**config.mk**
```make
export PLATFORM = sky130hd
export DESIGN_NAME = sfifo_write_arbiter_flat
export DESIGN_NICKNAME = d
export VERILOG_FILES = /design/src/rtl/sfifo_write_arbiter_pkg.sv /design/src/rtl/sfifo_write_arbiter_if.sv /design/src/rtl/sfifo_write_arbiter_pick.sv /design/src/rtl/sfifo_write_arbiter.sv /design/src/flat_wrapper.sv
export SDC_FILE = /design/constraint.sdc
export NUM_CORES = 1
export LEC_CHECK = 0
export BUFFER_PORTS_ARGS = -buffer_cell sky130_fd_sc_hd__buf_2
export CORE_MARGIN = 2
export CORE_UTILIZATION = 30
export CTS_BUF_LIST = sky130_fd_sc_hd__clkbuf_2 sky130_fd_sc_hd__clkbuf_4 sky130_fd_sc_hd__clkbuf_8
export CTS_CLUSTER_DIAMETER = 50
export DETAILED_ROUTE_END_ITERATION = 12
export GPL_ROUTABILITY_DRIVEN = 1
export GPL_TIMING_DRIVEN = 0
export PLACE_DENSITY_LB_ADDON = 0.08
export SETUP_SLACK_MARGIN = 0.15
export SLEW_MARGIN = 20
export SYNTH_ARGS = -nofsm -noshare
export SYNTH_HDL_FRONTEND = slang
export SYNTH_SLANG_ARGS = --single-unit
```
**constraint.sdc**
```tcl
create_clock -name i_CLK -period 2.6 [get_ports i_CLK]
set_input_delay 0.26 -clock i_CLK [delete_from_list [all_inputs] [get_ports i_CLK]]
set_output_delay 0.26 -clock i_CLK [all_outputs]
set_load 0.05 [all_outputs]
```
**src/rtl/sfifo_write_arbiter_pkg.sv**
```systemverilog
// Shared types and helpers for the sync-FIFO write-port arbiter.
// Optional feature macro used by this block: SFIFO_ARB_ERR_EN.
package sfifo_arb_pkg;

    typedef enum logic {
        IDLE  = 1'b0,
        BURST = 1'b1
    } arb_state_e;

    // Usable FIFO capacity: one slot is sacrificed to tell full from empty.
    function automatic int calc_cap(input int depth_log2);
        return (1 << depth_log2) - 1;
    endfunction

    // Smallest r with 2**r >= n.
    function automatic int clog2(input int n);
        int r;
        r = 0;
        while ((1 << r) < n) r++;
        return r;
    endfunction

endpackage

```
**src/rtl/sfifo_write_arbiter_if.sv**
```systemverilog
// Requester / FIFO write-port bundle of the arbiter.
// master: arbiter side. slave: requesters, FIFO and consumer tap.
// With SFIFO_ARB_ERR_EN defined the bundle also carries the sticky o_ERR.
interface sfifo_write_arbiter_if
    import sfifo_arb_pkg::*;
#(
    parameter int p_NUM_REQ    = 4,
    parameter int p_DATA_WIDTH = 8,
    parameter int p_FIFO_DEPTH = 8
) ();

    localparam int GW = clog2(p_NUM_REQ);

    logic [p_NUM_REQ-1:0]              i_REQ_VALID;
    logic [p_NUM_REQ*p_DATA_WIDTH-1:0] i_REQ_DATA;
    logic [p_NUM_REQ-1:0]              o_REQ_READY;
    logic                              i_FIFO_READ;
    logic                              o_FIFO_WRITE;
    logic [p_DATA_WIDTH-1:0]           o_FIFO_DATA;
    logic [p_FIFO_DEPTH:0]             o_LEVEL;
    logic                              o_FULL;
    logic [GW-1:0]                     o_GRANT_ID;
`ifdef SFIFO_ARB_ERR_EN
    logic                              o_ERR;
`endif

    modport master (
        input  i_REQ_VALID, i_REQ_DATA, i_FIFO_READ,
        output o_REQ_READY, o_FIFO_WRITE, o_FIFO_DATA, o_LEVEL, o_FULL, o_GRANT_ID
`ifdef SFIFO_ARB_ERR_EN
        , output o_ERR
`endif
    );

    modport slave (
        output i_REQ_VALID, i_REQ_DATA, i_FIFO_READ,
        input  o_REQ_READY, o_FIFO_WRITE, o_FIFO_DATA, o_LEVEL, o_FULL, o_GRANT_ID
`ifdef SFIFO_ARB_ERR_EN
        , input o_ERR
`endif
    );

endinterface

```
**src/rtl/sfifo_write_arbiter_pick.sv**
```systemverilog
// Combinational round-robin picker: first set request strictly after last_i,
// wrapping modulo p_NUM_REQ (last_i itself is checked last).
module rr_priority_pick #(
    parameter int p_NUM_REQ = 4,
    parameter int p_IDX_W   = 2
) (
    input  logic [p_NUM_REQ-1:0] req_i,
    input  logic [p_IDX_W-1:0]   last_i,
    output logic                 found_o,
    output logic [p_IDX_W-1:0]   idx_o
);

    // Scan offsets from farthest to nearest so the nearest hit wins.
    always_comb begin
        logic [p_IDX_W-1:0] cand;
        // NOTE: every output gets a default before the loop; without it a
        // combinational block with conditional writes infers a latch.
        found_o = 1'b0;
        idx_o   = last_i;
        cand    = last_i;
        for (int off = p_NUM_REQ; off >= 1; off--) begin
            cand = p_IDX_W'((int'(last_i) + off) % p_NUM_REQ);
            if (req_i[cand]) begin
                found_o = 1'b1;
                idx_o   = cand;
            end
        end
    end

endmodule

```
**src/rtl/sfifo_write_arbiter.sv**
```systemverilog
// Round-robin, burst-bounded arbiter in front of a sync FIFO write port.
// Tracks FIFO occupancy itself (accepted writes minus effective reads) so
// ready never depends on the FIFO's lagging flags and the FIFO never overflows.
// Optional: define SFIFO_ARB_ERR_EN to add the sticky underflow-read flag o_ERR.
module sfifo_write_arbiter
    import sfifo_arb_pkg::*;
#(
    parameter int p_NUM_REQ    = 4,
    parameter int p_DATA_WIDTH = 8,
    parameter int p_FIFO_DEPTH = 8,
    parameter int p_MAX_BURST  = 4
) (
    input logic                   i_CLK,
    input logic                   i_RESET,
    sfifo_write_arbiter_if.master bus
);

    localparam int GW = clog2(p_NUM_REQ);
    localparam int LW = p_FIFO_DEPTH + 1;
    localparam int BW = clog2(p_MAX_BURST + 1);
    localparam logic [LW-1:0] CAP       = LW'(calc_cap(p_FIFO_DEPTH));
    localparam logic [BW-1:0] MAX_BURST = BW'(p_MAX_BURST);

    arb_state_e              state_q, state_d;
    logic [GW-1:0]           grant_q, grant_d;
    logic [BW-1:0]           burst_q, burst_d;
    logic [LW-1:0]           level_q, level_d;
    logic                    full_q;
    logic                    wr_q;
    logic [p_DATA_WIDTH-1:0] data_q;

    logic                    pick_found;
    logic [GW-1:0]           pick_idx;
    logic [p_NUM_REQ-1:0]    ready;
    logic                    accept;
    logic                    rd_eff;
    logic [p_DATA_WIDTH-1:0] req_data [p_NUM_REQ];

    for (genvar k = 0; k < p_NUM_REQ; k++) begin : g_unpack
        assign req_data[k] = bus.i_REQ_DATA[k*p_DATA_WIDTH +: p_DATA_WIDTH];
    end

    rr_priority_pick #(
        .p_NUM_REQ (p_NUM_REQ),
        .p_IDX_W   (GW)
    ) u_pick (
        .req_i   (bus.i_REQ_VALID),
        .last_i  (grant_q),
        .found_o (pick_found),
        .idx_o   (pick_idx)
    );

    // Ready goes only to the granted requester, in BURST, while space remains.
    always_comb begin
        ready = '0;
        if (state_q == BURST && level_q < CAP) ready[grant_q] = 1'b1;
    end

    assign accept = |(bus.i_REQ_VALID & ready);
    // A read of an empty FIFO does nothing, so it must not move the level.
    assign rd_eff = bus.i_FIFO_READ && (level_q != '0);

    // Arbitration FSM: IDLE picks the next requester, BURST moves up to p_MAX_BURST beats.
    always_comb begin
        state_d = state_q;
        grant_d = grant_q;
        burst_d = burst_q;
        case (state_q)
            IDLE: begin
                if (pick_found) begin
                    grant_d = pick_idx;
                    burst_d = '0;
                    state_d = BURST;
                end
            end
            BURST: begin
                if (accept) begin
                    burst_d = burst_q + BW'(1);
                    if (burst_d == MAX_BURST) state_d = IDLE;
                end else if (!bus.i_REQ_VALID[grant_q]) begin
                    // Valid-high with ready-low (full) stays here: no timeout.
                    state_d = IDLE;
                end
            end
        endcase
    end

    // Occupancy: +1 on accept, -1 on effective read, unchanged on both or neither.
    always_comb begin
        level_d = level_q;
        if (accept && !rd_eff)      level_d = level_q + LW'(1);
        else if (!accept && rd_eff) level_d = level_q - LW'(1);
    end

    // State, occupancy and the registered FIFO write port.
    always_ff @(posedge i_CLK or posedge i_RESET) begin
        if (i_RESET) begin
            state_q <= IDLE;
            grant_q <= GW'(p_NUM_REQ - 1);
            burst_q <= '0;
            level_q <= '0;
            full_q  <= 1'b0;
            wr_q    <= 1'b0;
            data_q  <= '0;
        end else begin
            // NOTE: non-blocking assignments so every register samples the
            // pre-edge values, independent of statement order.
            state_q <= state_d;
            grant_q <= grant_d;
            burst_q <= burst_d;
            level_q <= level_d;
            full_q  <= (level_d == CAP);
            wr_q    <= accept;
            if (accept) data_q <= req_data[grant_q];
        end
    end

`ifdef SFIFO_ARB_ERR_EN
    logic err_q;

    // Sticky underflow flag: set by any read presented while the level is 0.
    always_ff @(posedge i_CLK or posedge i_RESET) begin
        if (i_RESET)                                   err_q <= 1'b0;
        else if (bus.i_FIFO_READ && level_q == '0)     err_q <= 1'b1;
    end

    assign bus.o_ERR = err_q;
`endif

    assign bus.o_REQ_READY  = ready;
    assign bus.o_FIFO_WRITE = wr_q;
    assign bus.o_FIFO_DATA  = data_q;
    assign bus.o_LEVEL      = level_q;
    assign bus.o_FULL       = full_q;
    assign bus.o_GRANT_ID   = grant_q;

endmodule

```
**src/flat_wrapper.sv**
```systemverilog
// flat-port wrapper written by rule: the top's interface ports become plain ports
module sfifo_write_arbiter_flat import sfifo_arb_pkg::*;
#(
    parameter int p_NUM_REQ    = 4,
    parameter int p_DATA_WIDTH = 8,
    parameter int p_FIFO_DEPTH = 8,
    parameter int p_MAX_BURST  = 4
)
  (i_CLK, i_RESET, bus_i_REQ_VALID, bus_i_REQ_DATA, bus_i_FIFO_READ, bus_o_REQ_READY, bus_o_FIFO_WRITE, bus_o_FIFO_DATA, bus_o_LEVEL, bus_o_FULL, bus_o_GRANT_ID);
  sfifo_write_arbiter_if #(.p_NUM_REQ(p_NUM_REQ), .p_DATA_WIDTH(p_DATA_WIDTH), .p_FIFO_DEPTH(p_FIFO_DEPTH)) bus_i ();
  input logic i_CLK;
  input logic i_RESET;
  input wire logic [$bits(bus_i.i_REQ_VALID)-1:0] bus_i_REQ_VALID;
  input wire logic [$bits(bus_i.i_REQ_DATA)-1:0] bus_i_REQ_DATA;
  input wire logic [$bits(bus_i.i_FIFO_READ)-1:0] bus_i_FIFO_READ;
  output wire logic [$bits(bus_i.o_REQ_READY)-1:0] bus_o_REQ_READY;
  output wire logic [$bits(bus_i.o_FIFO_WRITE)-1:0] bus_o_FIFO_WRITE;
  output wire logic [$bits(bus_i.o_FIFO_DATA)-1:0] bus_o_FIFO_DATA;
  output wire logic [$bits(bus_i.o_LEVEL)-1:0] bus_o_LEVEL;
  output wire logic [$bits(bus_i.o_FULL)-1:0] bus_o_FULL;
  output wire logic [$bits(bus_i.o_GRANT_ID)-1:0] bus_o_GRANT_ID;
  assign bus_i.i_REQ_VALID = bus_i_REQ_VALID;
  assign bus_i.i_REQ_DATA = bus_i_REQ_DATA;
  assign bus_i.i_FIFO_READ = bus_i_FIFO_READ;
  assign bus_o_REQ_READY = bus_i.o_REQ_READY;
  assign bus_o_FIFO_WRITE = bus_i.o_FIFO_WRITE;
  assign bus_o_FIFO_DATA = bus_i.o_FIFO_DATA;
  assign bus_o_LEVEL = bus_i.o_LEVEL;
  assign bus_o_FULL = bus_i.o_FULL;
  assign bus_o_GRANT_ID = bus_i.o_GRANT_ID;
  sfifo_write_arbiter #(.p_NUM_REQ(p_NUM_REQ), .p_DATA_WIDTH(p_DATA_WIDTH), .p_FIFO_DEPTH(p_FIFO_DEPTH), .p_MAX_BURST(p_MAX_BURST)) u_core (.i_CLK(i_CLK), .i_RESET(i_RESET), .bus(bus_i));
endmodule
```
==> impl_metrics.yaml <==
cts:
  cts_tree: "built"
  cts-buffers-inserted: 3
  root_buffer: "clkbuf_8"
  cts_hold_buffers: 0
  clock_latency_ps: 270
  cts_sinks: 25
  htreeDepth: 1
  clk_path_buf_depth: 2
  clkTransAtPathRegs_ps: 100
cells_and_area:
  drive_gt1_frac: 0.544
  seq_area_sq_um: 632
  area_growth_pct: 39.4
  diodes: 0
  final_cells: 316
  multi_input_area_sq_um: 1130
  fin_area_sq_um: 2480
  n_fill_cell: 592
  fin_nets: 289
  finish.utilization: 0.426
sta:
  tightest_slew_ps: 558
  skew_ps: 3.23
  rsz0062_at_grt: "true"
  holdWs_ps: 22.2
  min_period_ps: 2530
  max_clock_freq_ghz: 0.395
  maxSlewHeadroom: 0.628
  finalCritPeriodShare: 0.975
  slew_viol_final: 0
  hold_violations: 0
  setup_viol: 0
detailed_routing:
  met2_length_um: 2380
  routed.top_layer: "met4"
  num_vias: 1579
  routed-wl-met3_um: 223
  ant_nets: 0
  vias_per_cell: 5.00
  m1WireLength_um: 1910
  first_iter_violations: 56
  drt_first_pass_iters: 4
  drc: 0
  avgRoutedWirePerCell_um: 14.4
  wirelength_um: 4560
synth:
  synth_top_area_share: 0.324
  synthMostInstantiatedCell: "dfrtp_1"
  synth_nets: 203
  yosys_warnings: 0
  syn_avg_cell_area_sq_um: 11.4
  syn_inst: 156
  netlist.top_cell.by_area: "dfrtp_1"
  synth_edf_count: 0
  synth-async-reset-ratio: 1.00
  yosys-top-cells-count: "23 x dfrtp_1, 10 x mux4_2, 9 x inv_1, 9 x mux2_2"
  ys.flop_type: "dfrtp_1"
  synth-seq-cells: 25
  netlist_area_sq_um: 1780
  yosysUniqueCellTypes: 49
  synth-seq-area-share: 0.353
  synthTopCellsByArea: "dfrtp_1 32%, mux4_2 13%, mux2_2 5.7%"
setup_path:
  rr_endpoint: "u_core.bus.o_FULL"
  worst-path-max-fanout: 4
  arrival_ps: 2720
  cp_common_cell: "buf_12"
  r2r_slack_ps: 70
  worstPathCellList: "buf_12 -> buf_12 -> inv_8 -> ha_4 -> a22o_1 -> o221ai_4 -> inv_4 -> mux2i_1 -> xor2_1 -> nand4b_1 -> nor4b_2"
  critPathLaunchType: "flop"
  timing.rr.start: "u_core.bus.o_GRANT_ID[0]"
  r2r_cells: 11
  critPathSlowestCell: "dfstp_4"
  endpoint: "u_core.bus.o_FULL"
  crit_start: "u_core.bus.o_GRANT_ID[0]"
  worstSetupPathType: "reg2reg"
  cpPeakStageDelay_ps: 640
  end_kind: "flop"
  critPathRequiredTime_ps: 2790
grt:
  gr-total-overflow: 0
  grt_pass1_vias: 1496
  grt_pass1_wl_um: 7360
  grt_max_degree: 26
  track_usage: 0.146
  antenna_found_initial: 0
place:
  dpl-instance-area_sq_um: 2220
  place.gp.congestion: 0.802
  portBuffers: 63
  place_hpwl_um: 3340
  placed_cells: 294
floorplanning:
  fp.dieW_um: 81.0
  dieArea_sq_um: 6560
  die_h_um: 81.0
  fp-row-count: 28
  core_sq_um: 5820
  initial_core_util: 0.306
  ios: 64
power_and_ir_drop:
  fin_total_pwr_mw: 3.60
  peakVddDrop_uv: 628
  powerDensity_nw_per_um2: 1450
  leakage_nw: 1.14
worst_hold_path:
  hold_path_class: "in2async"
run:
  drv_cap: 0
outcome:
  status: "finished clean"
## cells by family (layout without fill, tap and decap cells)
| logic type | Yosys count | in the layout | synth area share |
|---|---|---|---|
| xor+xnor | 7 | 7 | 0.0345 |
| buf+inv | 17 | 102 | 0.0443 |
| mux | 26 | 26 | 0.223 |
| fa+ha+maj | 8 | 8 | 0.0563 |
| compound gates | 28 | 28 | 0.118 |
| simple gates | 45 | 45 | 0.171 |
| flops | 25 | 25 | 0.353 |
## sequential cells by signal (all words and copies together), names as in the netlist
| signal | cells |
|---|---|
| u_core.bus.o_GRANT_ID | 2 |
| u_core.bus.o_FULL | 1 |
| u_core.bus.o_FIFO_DATA | 8 |
| u_core.burst_q | 3 |
| u_core.bus.o_LEVEL | 9 |
| u_core.state_q | 1 |
| u_core.bus.o_FIFO_WRITE | 1 |
## layout make-up
| class | instances | share of cell area |
|---|---|---|
| Multi-Input combinational cell | 114 | 0.455 |
| Sequential cell | 25 | 0.255 |
| Timing Repair Buffer | 81 | 0.183 |
| Tap cell | 75 | 0.0379 |
| Buffer | 7 | 0.0308 |
| Inverter | 10 | 0.0192 |
| Clock buffer | 3 | 0.0167 |
| Clock inverter | 1 | 0.00202 |
## through the flow
stage                     worst slack, ps  setup TNS (ps)
after global placement               -244            -402
after global routing                -92.6           -92.6
after detailed placement             -209            -519
final                                65.5               0
after floorplan                     -18.6           -18.6
after CTS                            59.3               0
## layer usage
metal  vias up  track usage
met2        47        0.252
li1        757            -
met3         4       0.0178
met5         -            0
met1       771        0.190
met4         0       0.0458
## placed cells by master, fill, tap and decap left out, types with 4 or more instances in the layout
cell / instances
buf_2: 65
dfrtp_1: 23
buf_4: 17
mux4_2: 10
mux2_2: 9
nand2_1: 8
inv_1: 7
mux2i_1: 6
nor2_1: 6
o21ai_0: 5
ha_1: 5
and2_1: 4
xnor2_1: 4
nor3_1: 4
a21oi_1: 4
## worst min path at each step
stage,startpoint,endpoint,depth (start not counted)
3_3_place_gp,u_core.bus.o_FIFO_DATA[2],u_core.bus.o_FIFO_DATA[2],1
4_1_cts,i_RESET,u_core.bus.o_LEVEL[1],2
3_5_place_dp,u_core.bus.o_FIFO_DATA[6],u_core.bus.o_FIFO_DATA[6],1
6_report,i_RESET,u_core.bus.o_LEVEL[1],2
5_1_grt,i_RESET,u_core.bus.o_LEVEL[1],2
2_1_floorplan,i_RESET,u_core.burst_q[0],1
## timing repair
item / in CTS / in global routing
buffers inserted: 13 / 5
setup endpoints to repair: 10 / 4
resized for setup: 10 / 6
pin swaps: 4 / 3
## worst max-delay path, delay by kind of cell, from the launching register on
family	cells	cell delay (ps)
multiplexers	1	180
buffers and inverters	4	320
AND/OR/NAND/NOR	2	420
flip-flops	1	640
adder cells (fa/ha/maj)	1	140
XOR/XNOR	1	220
AO/OA/AOI/OAI	2	520
## where the power goes
group | total [mW] | internal, mW | switching (mW)
combinational | 2.57 | 1.10 | 1.47
clock | 0.244 | 0.107 | 0.137
sequential | 0.783 | 0.592 | 0.191
(Power assumes the default switching activity.)
